[config.mk]
export PLATFORM = sky130hd
export DESIGN_NAME = mem_access_ctrl
export DESIGN_NICKNAME = d
export VERILOG_FILES = /design/src/rtl/mem_access_ctrl.sv
export SDC_FILE = /design/constraint.sdc
export NUM_CORES = 1
export LEC_CHECK = 0
export BUFFER_PORTS_ARGS = -buffer_cell sky130_fd_sc_hd__buf_4
export CORE_UTILIZATION = 38
export CTS_CLUSTER_DIAMETER = 30
export DETAILED_ROUTE_END_ITERATION = 7
export SLEW_MARGIN = 20
export SYNTH_ARGS = -nofsm -noshare
export SYNTH_HDL_FRONTEND = slang
export SYNTH_SLANG_ARGS = --single-unit
export TNS_END_PERCENT = 50
[constraint.sdc]
create_clock -name clk -period 3.2 [get_ports clk]
set_clock_uncertainty 0.15 [all_clocks]
set_input_delay 0.48 -clock clk [delete_from_list [all_inputs] [get_ports clk]]
set_output_delay 0.48 -clock clk [all_outputs]
set_load 0.05 [all_outputs]
[src/rtl/mem_access_ctrl.sv]
// mem_access_ctrl: memory-stage load/store controller.
// Accepts one load or store per request, rejects misaligned accesses,
// drives a single-port data memory over a req/ack handshake with a wait
// timeout, stalls the pipeline while the access is in flight, and returns
// lane-selected, zero/sign-extended load data.
module mem_access_ctrl #(
    parameter int TIMEOUT = 15
) (
    input  logic        clk,
    input  logic        reset,
    input  logic        req_valid,
    input  logic [2:0]  req_op,
    input  logic [31:0] req_addr,
    input  logic [31:0] req_wdata,
    output logic        stall,
    output logic        done,
    output logic [31:0] rdata,
    output logic        adel,
    output logic        ades,
    output logic        bus_err,
    output logic        mem_req,
    output logic        mem_we,
    output logic [31:0] mem_addr,
    output logic [3:0]  mem_be,
    output logic [31:0] mem_wdata,
    input  logic        mem_ack,
    input  logic [31:0] mem_rdata
);

    localparam logic [2:0] OP_LW  = 3'd0;
    localparam logic [2:0] OP_LBU = 3'd1;
    localparam logic [2:0] OP_LB  = 3'd2;
    localparam logic [2:0] OP_LHU = 3'd3;
    localparam logic [2:0] OP_LH  = 3'd4;
    localparam logic [2:0] OP_SW  = 3'd5;
    localparam logic [2:0] OP_SB  = 3'd6;
    localparam logic [2:0] OP_SH  = 3'd7;

    // Last counter value before the wait budget is exhausted.
    localparam logic [7:0] WAIT_LAST = 8'(TIMEOUT - 1);

    typedef enum logic [1:0] {
        IDLE = 2'd0,
        REQ  = 2'd1,
        DONE = 2'd2,
        ERR  = 2'd3
    } state_t;

    state_t      state_r;
    logic [2:0]  op_r;      // latched operation
    logic [1:0]  lane_r;    // latched byte offset within the word
    logic [7:0]  cnt_r;     // REQ cycles spent without acknowledge

    // Loads occupy op codes 0..4, stores 5..7.
    function automatic logic is_load_f(input logic [2:0] op);
        return (op <= OP_LH);
    endfunction

    // Word ops need addr[1:0]==0, halfword ops need addr[0]==0.
    function automatic logic misaligned_f(input logic [2:0] op, input logic [1:0] a);
        logic bad;
        case (op)
            OP_LW, OP_SW:          bad = (a != 2'b00);
            OP_LH, OP_LHU, OP_SH:  bad = a[0];
            default:               bad = 1'b0;
        endcase
        return bad;
    endfunction

    // Byte enables for stores; loads never assert byte enables.
    function automatic logic [3:0] store_be_f(input logic [2:0] op, input logic [1:0] a);
        logic [3:0] be;
        case (op)
            OP_SW:   be = 4'b1111;
            OP_SB:   be = 4'b0001 << a;
            OP_SH:   be = a[1] ? 4'b1100 : 4'b0011;
            default: be = 4'b0000;
        endcase
        return be;
    endfunction

    // Replicate store data across lanes so the enabled lanes see the right bytes.
    function automatic logic [31:0] store_data_f(input logic [2:0] op, input logic [31:0] wd);
        logic [31:0] d;
        case (op)
            OP_SW:   d = wd;
            OP_SB:   d = {4{wd[7:0]}};
            OP_SH:   d = {2{wd[15:0]}};
            default: d = 32'h0000_0000;
        endcase
        return d;
    endfunction

    // Select the addressed byte/half from the read word and extend it.
    function automatic logic [31:0] load_ext_f(input logic [2:0] op, input logic [1:0] a,
                                               input logic [31:0] word);
        logic [7:0]  b;
        logic [15:0] h;
        logic [31:0] r;
        case (a)
            2'd0:    b = word[7:0];
            2'd1:    b = word[15:8];
            2'd2:    b = word[23:16];
            2'd3:    b = word[31:24];
            default: b = 8'h00;
        endcase
        h = a[1] ? word[31:16] : word[15:0];
        case (op)
            OP_LW:   r = word;
            OP_LBU:  r = {24'h00_0000, b};
            OP_LB:   r = {{24{b[7]}}, b};
            OP_LHU:  r = {16'h0000, h};
            OP_LH:   r = {{16{h[15]}}, h};
            default: r = 32'h0000_0000;
        endcase
        return r;
    endfunction

    // Hold the instruction in M until the access reaches DONE or ERR.
    assign stall = req_valid && (state_r != DONE) && (state_r != ERR);

    // Access FSM with registered memory-side signals, pulses and load result.
    always_ff @(posedge clk) begin
        if (reset) begin
            state_r   <= IDLE;
            op_r      <= 3'd0;
            lane_r    <= 2'd0;
            cnt_r     <= 8'd0;
            done      <= 1'b0;
            rdata     <= 32'h0000_0000;
            adel      <= 1'b0;
            ades      <= 1'b0;
            bus_err   <= 1'b0;
            mem_req   <= 1'b0;
            mem_we    <= 1'b0;
            mem_addr  <= 32'h0000_0000;
            mem_be    <= 4'b0000;
            mem_wdata <= 32'h0000_0000;
        end else begin
            case (state_r)
                IDLE: begin
                    done    <= 1'b0;
                    adel    <= 1'b0;
                    ades    <= 1'b0;
                    bus_err <= 1'b0;
                    cnt_r   <= 8'd0;
                    if (req_valid) begin
                        op_r   <= req_op;
                        lane_r <= req_addr[1:0];
                        if (misaligned_f(req_op, req_addr[1:0])) begin
                            // Alignment faults never reach the memory.
                            state_r <= ERR;
                            adel    <= is_load_f(req_op);
                            ades    <= !is_load_f(req_op);
                        end else begin
                            state_r   <= REQ;
                            mem_req   <= 1'b1;
                            mem_we    <= !is_load_f(req_op);
                            mem_addr  <= {req_addr[31:2], 2'b00};
                            mem_be    <= store_be_f(req_op, req_addr[1:0]);
                            mem_wdata <= store_data_f(req_op, req_wdata);
                        end
                    end else begin
                        state_r <= IDLE;
                    end
                end
                REQ: begin
                    if (mem_ack) begin
                        // Acknowledge wins over a coincident timeout.
                        state_r   <= DONE;
                        done      <= 1'b1;
                        rdata     <= is_load_f(op_r) ? load_ext_f(op_r, lane_r, mem_rdata)
                                                     : 32'h0000_0000;
                        mem_req   <= 1'b0;
                        mem_we    <= 1'b0;
                        mem_addr  <= 32'h0000_0000;
                        mem_be    <= 4'b0000;
                        mem_wdata <= 32'h0000_0000;
                    end else if (cnt_r == WAIT_LAST) begin
                        state_r   <= ERR;
                        bus_err   <= 1'b1;
                        mem_req   <= 1'b0;
                        mem_we    <= 1'b0;
                        mem_addr  <= 32'h0000_0000;
                        mem_be    <= 4'b0000;
                        mem_wdata <= 32'h0000_0000;
                    end else begin
                        cnt_r <= cnt_r + 8'd1;
                    end
                end
                DONE: begin
                    done    <= 1'b0;
                    state_r <= IDLE;
                end
                ERR: begin
                    adel    <= 1'b0;
                    ades    <= 1'b0;
                    bus_err <= 1'b0;
                    state_r <= IDLE;
                end
                default: begin
                    state_r <= IDLE;
                end
            endcase
        end
    end

endmodule

==> results of run 1 <==
[kinds of logic after synthesis]
kind of cell | Yosys count | synth area share, %
AOI/OAI and AO/OA | 228 | 30.33
and+or+nand+nor | 170 | 16.42
DFF | 119 | 44.04
muxes | 10 | 2.036
xor gates and xnor gates | 6 | 0.9715
adders and majority gates | 6 | 1.388
buffers and inverters | 57 | 4.742
other | 1 | 0.06933
[state kept, by name, summed over array words and instances, names as in the netlist]
register and count:
adel 1, cnt_r 8, state_r 2, op_r 3, bus_err 1, mem_be 4, mem_req 1, mem_wdata 32
lane_r 2, done 1, rdata 32, mem_we 1, mem_addr 30, ades 1
[critical path, stage by stage (launching register included)]
cell,delay [ns]
sky130_fd_sc_hd__dfxtp_1,0.33
sky130_fd_sc_hd__inv_1,0.11
sky130_fd_sc_hd__ha_1,0.21
sky130_fd_sc_hd__buf_4,0.33
sky130_fd_sc_hd__nand2_1,0.15
sky130_fd_sc_hd__a21oi_2,0.14
sky130_fd_sc_hd__nand2b_1,0.08
sky130_fd_sc_hd__nor2_1,0.84
sky130_fd_sc_hd__a22o_1,0.27
[final cells by class]
| class | count | area [µm²] |
|---|---|---|
| fill | 1277 | 6188 |
| multi-input combinational | 422 | 2786 |
| sequential | 119 | 2382 |
| timing repair buffer | 221 | 1659 |
| clock buffer | 18 | 439.2 |
| tap | 180 | 225.2 |
| clock inverter | 14 | 173.9 |
| inverter | 7 | 26.28 |
[stage by stage]
step | area [µm²] | instances | util (%) | setup slack (ns) | hold WS, ns
6_report | 7692 | 981 | 55.42 | 0.5193 | 0.1636
5_1_grt | 7692 | 981 | 55.42 | 0.3201 | 0.1611
4_1_cts | 7684 | 981 | 55.35 | 0.3358 | 0.1467
3_5_place_dp | 7071 | 949 | 50.94 | 0.3299 | 0.2956
3_3_place_gp | 7071 | 949 | 50.94 | 0.3866 | 0.2880
2_1_floorplan | 5413 | 598 | - | 0.7906 | 0.3036
[layer usage]
layer	vias to the layer above	share of wire (%)
li1	2609	-
met1	2587	42
met2	217	47
met3	37	7.7
met4	0	3.0
met5	-	0
[where the power goes]
part | internal, mW | switching [mW] | total (mW)
logic | 0.383 | 0.692 | 1.08
registers | 1.57 | 0.0597 | 1.63
clock network | 1.25 | 0.727 | 1.98
total | 3.20 | 1.48 | 4.68
[synth_stat cells, drive strengths merged (2+ instances only)]
cell and count:
nand4 2, a222oi 7, a211oi 12, mux2i 2, inv 7, or4 3, nand4b 2, and2 6
nor2 16, nand2b 6, buf 11, nand3 4, a32o 4, nand2 77, o221ai 7, nand3b 30
or3 2, a21o 12, a22oi 32, dfxtp 119, clkbuf 39, nor2b 15, o2bb2ai 24, a31oi 2
ha 6, mux2 8, a311oi 2, xor2 5, a22o 31, o21ai 24, a21oi 63
[final timing paths]
path,cells past startpoint,to,slack [ns]
max,8,rdata[23],0.52
min,2,mem_wdata[6],0.16
max reg2reg,8,rdata[23],0.52
min reg2reg,2,mem_addr[18],0.30
==> qor_table.md, run 1 <==
| Stage | Item | Reported |
|---|---|---|
| pwr | Power per cell area | 608.9 mW/mm² |
| grt | Antenna violations before repair | 0 |
| timing | Number of hold-slack violations in the final timing report | 0 |
| detailed routing | Routed wire length | 16.85 mm |
| grt | Vias in the first global route | 5177 |
| worst setup path | CP Data Arrival Time | 2.89 ns |
| grt | Met2 capacity usage during global routing | 36.29% |
| cts | Max clock buf depth | 2 |
| die | Number of placement rows | 43 |
| hold path | Start point of the worst min-delay path | req_wdata[6] |
| layout | Share of final-layout standard cells stronger than drive strength 1 | 33.58% |
| cts | Number of cells upsized or downsized after cts | 0 |
| synthesis | Post-synth top area share | 44.04% |
| placement | Number of port buffers | 207 |
| cts | Insertion delay of the later-clocked pin in the worst-skew pair | 0.42 ns |
| layout | Count of antenna diodes in the layout | 0 |
| synthesis | Count of distinct cell types in the synthesized netlist | 56 |
| layout | Commonest non-fill, non-tap cell in the layout | sky130_fd_sc_hd__buf_4 |
| synthesis | Combined area of all synthesized cells | 0.005409 mm² |
| timing | Share of the clock period used by the worst path | 83.77% |
| layout | Area growth from synthesis to layout | 42.22% |
| die | Initial standard-cell utilization of the core | 38.97% |
| cts | Hold_buf cts | 0 |
| grt | Maximum number of pins on one net before global-route repair | 59 |
| grt | Routing usage on met3 | 6.720% |
| timing | Relative max-transition margin | 25.76% |
| timing | Final Critical Period | 2.681 ns |
| synthesis | Average size of a mapped cell | 9.060 µm² |
| detailed routing | Residual antenna-violating net count after detailed routing | 0 |
| worst setup path | Worst Path Required | 3.41 ns |
| grt | Total routing resource utilization after global routing | 22.88% |
| cts | H-tree levels | 4 |
| detailed routing | Overall via count from detail_route | 5450 |
| pwr | Worst VDD drop | 0.3501 mV |
| die | Die Span Y | 121.3 µm |
| hold path | Worst min-delay path class | input port to flip-flop |
| timing | Count of final max-slew check failures | 0 |
| run | Max-cap check violation count | 0 |
| synthesis | Total number of yosys warnings | 0 |
| grt | GR peak layer | met2 |
| detailed routing | Detail-routed net length per standard cell | 17.18 µm |
| timing | Setup-failing EPs final | 0 |
| die | Top-Level Pins | 210 |
| die | Full die area | 0.01471 mm² |
| worst setup path | Type of destination of the critical path | flip-flop |
| synthesis | Portion of the post-synthesis area used by sequential elements | 44.04% |
| placement | RD Place Congestion | 0.8369 |
| layout | # nets final | 897 |
| pwr | Final Power | 4.684 mW |
| detailed routing | Via count normalized by instance count | 5.556 |
| synthesis | Total of flip-flops plus latches after synthesis | 119 |
| run status | Result of the run | finished clean |
| cts | Clock Root Buffer | sky130_fd_sc_hd__clkbuf_16 |
| timing | Total negative setup slack | 0 ns |
| detailed routing | Detailed Route Iter0 Violations | 346 |
| pwr | Leakage Power | 3.301 nW |
| die | Placeable core region | 0.01388 mm² |
| worst setup path | RR Startpoint | state_r[1] |
| worst setup path | Type of the worst setup path | flip-flop to flip-flop |
| cts | Clock tree from TritonCTS | done |
| cts | Setup fix buffers added after clock tree synthesis | 0 |
| synthesis | Ys async rst share | 0% |
| timing | Transition at the pin with the smallest max-transition slack | 1.110 ns |
| worst setup path | Maximum fanout encountered on the critical timing path | 36 |
| timing | RSZ-0062 raised after global routing | no |
| grt | Overflow after GRT | 0 |
| synthesis | Largest cells by area after synthesis | sky130_fd_sc_hd__dfxtp_1 44%, sky130_fd_sc_hd__a21oi_1 5.7%, sky130_fd_sc_hd__nand2_1 5.3%, sky130_fd_sc_hd__a22o_1 5.0%, sky130_fd_sc_hd__a22oi_1 4.4% |
| detailed routing | Post-route DRC violation count | 0 |
| cts | Clock sink total | 119 |
| synthesis | Number of synthesized flops with an enable pin | 0 |
| timing | Max frequency | 0.3730 GHz |
| synthesis | Dominant cell type by area after synthesis | sky130_fd_sc_hd__dfxtp_1 |
| worst setup path | Launching instance or port of the critical path | state_r[1] |
| grt | Global-route met1 utilization | 27.36% |
| cts | Clock buffers created by TritonCTS | 17 |
| layout | Most used cells in the layout excluding fill and tap cells | 221 x sky130_fd_sc_hd__buf_4, 119 x sky130_fd_sc_hd__dfxtp_1, 77 x sky130_fd_sc_hd__nand2_1 |
| cts | Clock-pin slew on the worst setup and hold paths | 0.06 ns |
| die | Die Width | 121.3 µm |
| synthesis | Dominant synthesized flop cell | sky130_fd_sc_hd__dfxtp_1 |
| synthesis | Cell count after synthesis | 597 |
| placement | HPWL after detailed placement | 12.06 mm |
| worst setup path | Critical Path Source Type | flip-flop |
| grt | Global-route wire length before repair | 26.12 mm |
| detailed routing | Initial DRT Pass Iterations | 6 |
No activity file was read; power rests on OpenSTA's default activity.
==> run 2, diff against run 1 <==
PLACE_DENSITY = 0.67   (was default)
clock period = 2.3 ns   (was 3.2 ns; I/O delays follow)
==> run 2 against run 1 <==
  * Flip-flop and latch count unchanged
  * Critical endpoint is now mem_addr[3]
  * Critical path type unchanged
  * Non-clock buffer count up 18
  * Hold slack worse by 0.13 ns
  * Core utilization up 1.6 points
  * Final cell count up 1.9%
==> qor_table.md, run 2 (same netlist as run 1, synthesis figures left out) <==
| Stage | Item | Reported | Change |
|---|---|---|---|
| pwr | Power per cell area | 847.2 mW/mm² | was 608.9 mW/mm² |
| placement | Setup slack after placement | -0.06128 ns | was 0.3299 ns |
| die | Die Width | 121.3 µm | unchanged |
| timing | Max frequency | 0.4450 GHz | was 0.3730 GHz |
| cts | Clock buffers created by TritonCTS | 17 | unchanged |
| die | Placeable core region | 0.01388 mm² | unchanged |
| detailed routing | Via count normalized by instance count | 5.564 | was 5.556 |
| pwr | Sw Share | 30.92% | was 31.58% |
| layout | Final design instance area without fill | 0.007918 mm² | was 0.007692 mm² |
| grt | Overflow after GRT | 0 | unchanged |
| timing | Total negative setup slack | 0 ns | unchanged |
| worst setup path | Destination of the worst register-to-register timing path | mem_addr[3] | was rdata[23] |
| hold path | Worst min-delay path class | input port to flip-flop | unchanged |
| placement | RD Place Congestion | 0.8892 | was 0.8369 |
| pwr | Leakage Power | 3.427 nW | was 3.301 nW |
| detailed routing | Routed wire length | 17.33 mm | was 16.85 mm |
| grt | Antenna violations before repair | 0 | unchanged |
| cts | Clock-pin slew on the worst setup and hold paths | 0.06 ns | about the same |
| layout | Largest registers | mem_wdata (32), rdata (32), mem_addr (30) | unchanged |
| detailed routing | Residual antenna-violating net count after detailed routing | 0 | unchanged |
| cts | H-tree levels | 4 | unchanged |
| worst setup path | Setup slack of the worst register-to-register path | 0.05 ns | was 0.52 ns |
| cts | Clock sink total | 119 | unchanged |
| detailed routing | Post-route DRC violation count | 0 | unchanged |
| timing | Number of hold-slack violations in the final timing report | 0 | unchanged |
| timing | Count of final max-slew check failures | 0 | unchanged |
| grt | Total routing resource utilization after global routing | 23.23% | was 22.88% |
| grt | Global-route wire length before repair | 26.83 mm | was 26.12 mm |
| pwr | Switching pwr | 2.074 mW | was 1.479 mW |
| layout | Count of antenna diodes in the layout | 0 | unchanged |
| die | Number of placement rows | 43 | unchanged |
| layout | Commonest non-fill, non-tap cell in the layout | sky130_fd_sc_hd__buf_4 | unchanged |
| die | Full die area | 0.01471 mm² | unchanged |
| layout | # nets final | 916 | was 897 |
| timing | Setup-failing EPs final | 0 | unchanged |
| hold path | Hold path endpoint | mem_wdata[3] | was mem_wdata[6] |
| worst setup path | Worst Path Required | 2.43 ns | was 3.41 ns |
| worst setup path | Cell with the biggest individual delay on the critical path | sky130_fd_sc_hd__or4_4 | was sky130_fd_sc_hd__nor2_1 |
| worst setup path | CP Data Arrival Time | 2.38 ns | was 2.89 ns |
| pwr | Final Power | 6.707 mW | was 4.684 mW |
| worst setup path | Combined buffer and inverter count along the critical path | 2 | unchanged |
| worst setup path | Type of the worst setup path | flip-flop to flip-flop | unchanged |
| worst setup path | Type of destination of the critical path | flip-flop | unchanged |
| placement | Number of port buffers | 207 | unchanged |
| worst setup path | Maximum fanout encountered on the critical timing path | 30 | was 36 |
| run | Max-cap check violation count | 0 | unchanged |
| layout | Area growth from synthesis to layout | 46.38% | was 42.22% |
| layout | Final-layout fill cell count | 1224 | was 1277 |
| detailed routing | Initial DRT Pass Iterations | 6 | unchanged |
| cts | Max clock buf depth | 2 | unchanged |
| pwr | Proportion of power drawn by the clock network | 42.6% | was 42.2% |
| placement | HPWL after detailed placement | 12.29 mm | was 12.06 mm |
| pwr | Power Internal | 4.633 mW | was 3.204 mW |
| die | Die Span Y | 121.3 µm | unchanged |
| cts | Insertion delay of the later-clocked pin in the worst-skew pair | 0.41 ns | was 0.42 ns |
| detailed routing | Detail-routed net length per standard cell | 17.33 µm | was 17.18 µm |
| layout | Finished Core Util | 57.04% | was 55.42% |
| cts | Clock Root Buffer | sky130_fd_sc_hd__clkbuf_16 | unchanged |
| die | Top-Level Pins | 210 | unchanged |
| placement | Placed instance count | 966 | was 949 |
| pwr | Worst VDD drop | 0.5227 mV | was 0.3501 mV |
| hold path | Cell depth of the worst hold path | 2 | unchanged |
| grt | Vias in the first global route | 5408 | was 5177 |
| layout | Fin cells | 1000 | was 981 |
| timing | RSZ-0062 raised after global routing | yes | was no |
| worst setup path | Critical Path Source Type | flip-flop | unchanged |
| pwr | Fraction of power consumed by combinational cells | 23.6% | was 23.0% |
| die | Initial standard-cell utilization of the core | 38.97% | unchanged |
| grt | Maximum number of pins on one net before global-route repair | 40 | was 59 |
| worst setup path | Crit path cell chain | or4_4 -> o21a_4 -> buf_4 -> a311o_1 -> buf_12 -> nand2_2 -> a21oi_1 | was inv_1 -> ha_1 -> buf_4 -> nand2_1 -> a21oi_2 -> nand2b_1 -> nor2_1 -> a22o_1 |
| worst setup path | RR Startpoint | cnt_r[4] | was state_r[1] |
| run status | Result of the run | finished clean | unchanged |
| timing | Relative max-transition margin | 27.63% | was 25.76% |
| worst setup path | Crit path largest cell delay | 0.54 ns | was 0.84 ns |
| placement | Placed cell areas | 0.007223 mm² | was 0.007071 mm² |
| worst setup path | R2R depth | 7 | was 8 |
| pwr | Sequential Power Share | 33.9% | was 34.9% |
| timing | Final Critical Period | 2.247 ns | was 2.681 ns |
| timing | Share of the clock period used by the worst path | 97.69% | was 83.77% |
| worst setup path | Crit-path leading delay family | compound AO/OA/AOI/OAI gates | was simple AND/OR/NAND/NOR gates |
| timing | Final hold slack | 0.03446 ns | was 0.1636 ns |
| cts | Clock tree from TritonCTS | done | unchanged |
| layout | Most used cells in the layout excluding fill and tap cells | 236 x sky130_fd_sc_hd__buf_4, 118 x sky130_fd_sc_hd__dfxtp_1, 74 x sky130_fd_sc_hd__nand2_1 | was 221 x sky130_fd_sc_hd__buf_4, 119 x sky130_fd_sc_hd__dfxtp_1, 77 x sky130_fd_sc_hd__nand2_1 |
| timing | Transition at the pin with the smallest max-transition slack | 1.086 ns | was 1.110 ns |
| detailed routing | Overall via count from detail_route | 5564 | was 5450 |
| hold path | Start point of the worst min-delay path | req_wdata[3] | was req_wdata[6] |
| layout | Share of final-layout standard cells stronger than drive strength 1 | 36.10% | was 33.58% |
| detailed routing | Detailed Route Iter0 Violations | 357 | was 346 |
| worst setup path | Stages on worst setup path | 7 | was 8 |
| cts | Hold_buf cts | 0 | unchanged |
| timing | Final setup slack of the worst path | 0.05303 ns | was 0.5193 ns |
-- run 2: worst max-delay path by stage --
stage                from      endpoint  slack (ns)
2_1_floorplan  state_r[0]         stall        0.03
3_3_place_gp     cnt_r[4]  mem_addr[10]        0.02
3_5_place_dp   state_r[1]     rdata[23]       -0.06
4_1_cts        state_r[0]     mem_be[1]      -0.008
5_1_grt          cnt_r[4]  mem_addr[25]      -0.007
6_report         cnt_r[4]   mem_addr[3]        0.05
-- run 2: worst register-to-register path: stages (launching register included) --
cell and delay (ns):
sky130_fd_sc_hd__dfxtp_2 0.32, sky130_fd_sc_hd__or4_4 0.54, sky130_fd_sc_hd__o21a_4 0.24, sky130_fd_sc_hd__buf_4 0.15, sky130_fd_sc_hd__a311o_1 0.37, sky130_fd_sc_hd__buf_12 0.19, sky130_fd_sc_hd__nand2_2 0.09, sky130_fd_sc_hd__a21oi_1 0.06
-- run 2: area by class of cell --
| class | count | area [µm²] | share of cell area, % |
|---|---|---|---|
| multi-input cells | 423 | 2815 | 35.56 |
| flip-flops and latches | 119 | 2384 | 30.10 |
| repair buffers | 239 | 1832 | 23.14 |
| clock buffers | 19 | 442.9 | 5.594 |
| well taps | 180 | 225.2 | 2.845 |
| clock inverters | 13 | 192.7 | 2.434 |
| inverters | 7 | 26.28 | 0.3319 |
-- run 2: metal layers --
metal  GRT usage, %  part of all wire [%]
met3          8.224                   8.1
met2          38.85                    49
met5              0                     0
met4          9.722                   2.3
met1          26.68                    41
-- run 2: what timing repair did --
item	in CTS	in global routing
endpoints found under the setup margin	71	88
gates cloned	0	1
hold endpoints to repair	0	0
pin swaps	0	2
buffers inserted	0	1
resized for setup	3	11
-- run 2: power groups by stage --
| stage | clock, mW | combinational [mW] | sequential (mW) |
|---|---|---|---|
| floorplan | 0 | 0.633 | 2.68 |
| global placement | 0 | 1.51 | 2.31 |
| detailed placement | 0 | 1.54 | 2.31 |
| CTS | 2.89 | 1.55 | 2.27 |
| global route | 2.99 | 1.68 | 2.29 |
| finish | 2.86 | 1.58 | 2.27 |
==> run 3, diff against run 2 <==
==> constraint.sdc (replaced) <==
create_clock -name clk -period 2.3 [get_ports clk]
set_clock_uncertainty 0.15 [all_clocks]
set_input_delay 0.115 -clock clk [delete_from_list [all_inputs] [get_ports clk]]
set_output_delay 0.115 -clock clk [all_outputs]
set_load 0.05 [all_outputs]
==> run 3 against run 2 <==
  * The run now ends with DRC left
  * Via count increased by 7.9%
  * Hold slack got worse by 0.025 ns
  * Die area unchanged
  * Critical path type is now input port to flip-flop
  * Critical endpoint is now ades
==> qor_table.md, run 3 (same netlist as run 1, synthesis figures left out) <==
| Stage | Item | Reported | Change |
|---|---|---|---|
| run status | Result of the run | finished with violations | was finished clean |
| run status | Violated checks | DRC |  |
| die | Number of placement rows | 43 | unchanged |
| pwr | Leakage Power | 3.840 nW | was 3.427 nW |
| layout | Most used cells in the layout excluding fill and tap cells | 238 x sky130_fd_sc_hd__buf_4, 119 x sky130_fd_sc_hd__dfxtp_1, 90 x sky130_fd_sc_hd__dlygate4sd3_1 | was 236 x sky130_fd_sc_hd__buf_4, 118 x sky130_fd_sc_hd__dfxtp_1, 74 x sky130_fd_sc_hd__nand2_1 |
| worst setup path | CP Data Arrival Time | 2.47 ns | was 2.38 ns |
| layout | Commonest non-fill, non-tap cell in the layout | sky130_fd_sc_hd__buf_4 | unchanged |
| placement | Number of port buffers | 207 | unchanged |
| cts | Clock buffers created by TritonCTS | 17 | unchanged |
| placement | Setup slack after placement | -0.05825 ns | was -0.06128 ns |
| die | Die Width | 121.3 µm | unchanged |
| cts | H-tree levels | 4 | unchanged |
| worst setup path | Type of the worst setup path | input port to flip-flop | was flip-flop to flip-flop |
| worst setup path | Crit path largest cell delay | 0.55 ns | was 0.54 ns |
| timing | Relative max-transition margin | 56.95% | was 27.63% |
| layout | Count of antenna diodes in the layout | 0 | unchanged |
| worst setup path | Worst Path Required | 2.51 ns | was 2.43 ns |
| cts | Clock-pin slew on the worst setup and hold paths | 0.06 ns | about the same |
| hold path | Start point of the worst min-delay path | req_wdata[30] | was req_wdata[3] |
| grt | Overflow after GRT | 0 | unchanged |
| die | Initial standard-cell utilization of the core | 38.97% | unchanged |
| placement | HPWL after detailed placement | 12.31 mm | was 12.29 mm |
| worst setup path | Launching instance or port of the critical path | req_op[0] | was cnt_r[4] |
| hold path | Cell depth of the worst hold path | 4 | was 2 |
| timing | Max frequency | 0.4408 GHz | was 0.4450 GHz |
| pwr | Power per cell area | 779.7 mW/mm² | was 847.2 mW/mm² |
| timing | Count of final max-slew check failures | 0 | unchanged |
| detailed routing | Residual antenna-violating net count after detailed routing | 0 | unchanged |
| grt | Antenna violations before repair | 0 | unchanged |
| worst setup path | Maximum fanout encountered on the critical timing path | 7 | was 30 |
| worst setup path | R2R depth | 7 | unchanged |
| worst setup path | Critical Path Source Type | input port | was flip-flop |
| worst setup path | Destination of the worst register-to-register timing path | mem_be[2] | was mem_addr[3] |
| layout | # nets final | 1011 | was 916 |
| worst setup path | Cell with the biggest individual delay on the critical path | sky130_fd_sc_hd__dlygate4sd3_1 | was sky130_fd_sc_hd__or4_4 |
| timing | Number of hold-slack violations in the final timing report | 0 | unchanged |
| layout | Area growth from synthesis to layout | 64.21% | was 46.38% |
| grt | Global-route wire length before repair | 29.39 mm | was 26.83 mm |
| cts | Clock tree from TritonCTS | done | unchanged |
| detailed routing | Detailed Route Iter0 Violations | 378 | was 357 |
| worst setup path | Crit-path leading delay family | buffers and inverters | was compound AO/OA/AOI/OAI gates |
| worst setup path | Type of destination of the critical path | flip-flop | unchanged |
| layout | Final-layout fill cell count | 1077 | was 1224 |
| timing | Final Critical Period | 2.268 ns | was 2.247 ns |
| layout | Share of final-layout standard cells stronger than drive strength 1 | 32.28% | was 36.10% |
| layout | Largest registers | mem_wdata (32), rdata (32), mem_addr (30) | unchanged |
| timing | Setup-failing EPs final | 0 | unchanged |
| worst setup path | Combined buffer and inverter count along the critical path | 4 | was 2 |
| worst setup path | Setup slack of the worst register-to-register path | 0.04 ns | was 0.05 ns |
| detailed routing | Initial DRT Pass Iterations | 8 | was 6 |
| die | Placeable core region | 0.01388 mm² | unchanged |
| placement | Placed cell areas | 0.007238 mm² | was 0.007223 mm² |
| cts | Clock sink total | 119 | unchanged |
| grt | Vias in the first global route | 5972 | was 5408 |
| timing | Transition at the pin with the smallest max-transition slack | 0.6444 ns | was 1.086 ns |
| hold path | Worst min-delay path class | input port to flip-flop | unchanged |
| worst setup path | Crit path cell chain | dlygate4sd3_1 -> buf_4 -> nor2b_1 -> a22oi_1 -> buf_4 -> nand4b_1 -> or3_1 -> a21oi_1 -> dlygate4sd3_1 | was or4_4 -> o21a_4 -> buf_4 -> a311o_1 -> buf_12 -> nand2_2 -> a21oi_1 |
| detailed routing | Routed wire length | 18.92 mm | was 17.33 mm |
| grt | Maximum number of pins on one net before global-route repair | 38 | was 40 |
| layout | Final design instance area without fill | 0.008882 mm² | was 0.007918 mm² |
| detailed routing | Overall via count from detail_route | 6001 | was 5564 |
| cts | Insertion delay of the later-clocked pin in the worst-skew pair | 0.41 ns | about the same |
| placement | RD Place Congestion | 0.8857 | was 0.8892 |
| detailed routing | Via count normalized by instance count | 5.485 | was 5.564 |
| detailed routing | Detail-routed net length per standard cell | 17.29 µm | was 17.33 µm |
| die | Top-Level Pins | 210 | unchanged |
| detailed routing | Post-route DRC violation count | 1 | was 0 |
| cts | Clock Root Buffer | sky130_fd_sc_hd__clkbuf_16 | unchanged |
| run | Max-cap check violation count | 0 | unchanged |
| die | Die Span Y | 121.3 µm | unchanged |
| timing | Final setup slack of the worst path | 0.03156 ns | was 0.05303 ns |
| worst setup path | RR Startpoint | cnt_r[4] | unchanged |
| timing | Share of the clock period used by the worst path | 98.63% | was 97.69% |
| grt | Total routing resource utilization after global routing | 25.52% | was 23.23% |
| hold path | Hold path endpoint | mem_wdata[30] | was mem_wdata[3] |
| pwr | Worst VDD drop | 0.4906 mV | was 0.5227 mV |
| cts | Max clock buf depth | 2 | unchanged |
| die | Full die area | 0.01471 mm² | unchanged |
## run 3: cell types whose count changed in the layout (fill, tap and decap cells not counted), sizes merged
cell         change
buf              +5
bufinv           +1
clkinv           +2
dlygate4sd3     +90
inv              -4
## run 3: area by class of cell
class | count | area, µm² | area share [%]
Sequential cell | 119 | 2382 | 26.82
Timing Repair Buffer | 334 | 2794 | 31.46
Tap cell | 180 | 225.2 | 2.536
Inverter | 7 | 26.28 | 0.2958
Clock buffer | 19 | 442.9 | 4.987
Multi-Input combinational cell | 423 | 2810 | 31.64
Clock inverter | 12 | 201.4 | 2.268
## run 3: layer usage
metal | share of wire (%) | track usage [%] | up-vias | wire, µm
met5 | 0 | 0 | - | 0
met1 | 40 | 29.31 | 2869 | 7653
met3 | 6.5 | 7.237 | 41 | 1226
met2 | 50 | 43.86 | 252 | 9459
li1 | - | - | 2839 | -
met4 | 3.1 | 11.03 | 0 | 579
## run 3: what timing repair did
item                       CTS  global route
buffers inserted             0             4
hold buffers                90             0
pin swaps                    0             2
gates resized for setup      2             8
setup endpoints to repair   68            90
cloned                       0             1
hold endpoints to repair    99             0
## run 3: worst max-delay path by stage
stage	cells past startpoint	to	slack, ns
floorplan	8	mem_be[0]	0.03
global placement	6	mem_req	0.04
detailed placement	7	mem_wdata[6]	-0.06
CTS	7	mem_be[1]	0.008
global route	9	mem_be[1]	-0.02
finish	9	ades	0.03
## run 3: power breakdown
part / internal, mW / switching (mW)
registers: 2.19 / 0.0831
logic: 0.710 / 1.04
clock network: 1.94 / 0.962
## run 3: tightest hold or removal path: cells and delay by family
family / cells / cell delay (ns)
AO/OA/AOI/OAI: 2 / 0.22
multiplexers: 1 / 0.13
buffers and inverters: 1 / 0.08
## run 3: through the flow
| step | TNS (ns) | total power, mW | utilization [%] | instances | hold slack [ns] |
|---|---|---|---|---|---|
| 2_1_floorplan | 0 | 3.316 | - | 598 | 0.09789 |
| 3_3_place_gp | 0 | 3.827 | 52.15 | 968 | 0.2234 |
| 3_5_place_dp | -1.134 | 3.861 | 52.15 | 968 | 0.2266 |
| 4_1_cts | 0 | 6.883 | 63.32 | 1089 | 0.0001846 |
| 5_1_grt | -0.03877 | 7.199 | 63.99 | 1094 | 0.01928 |
| 6_report | 0 | 6.926 | 63.99 | 1094 | 0.009231 |
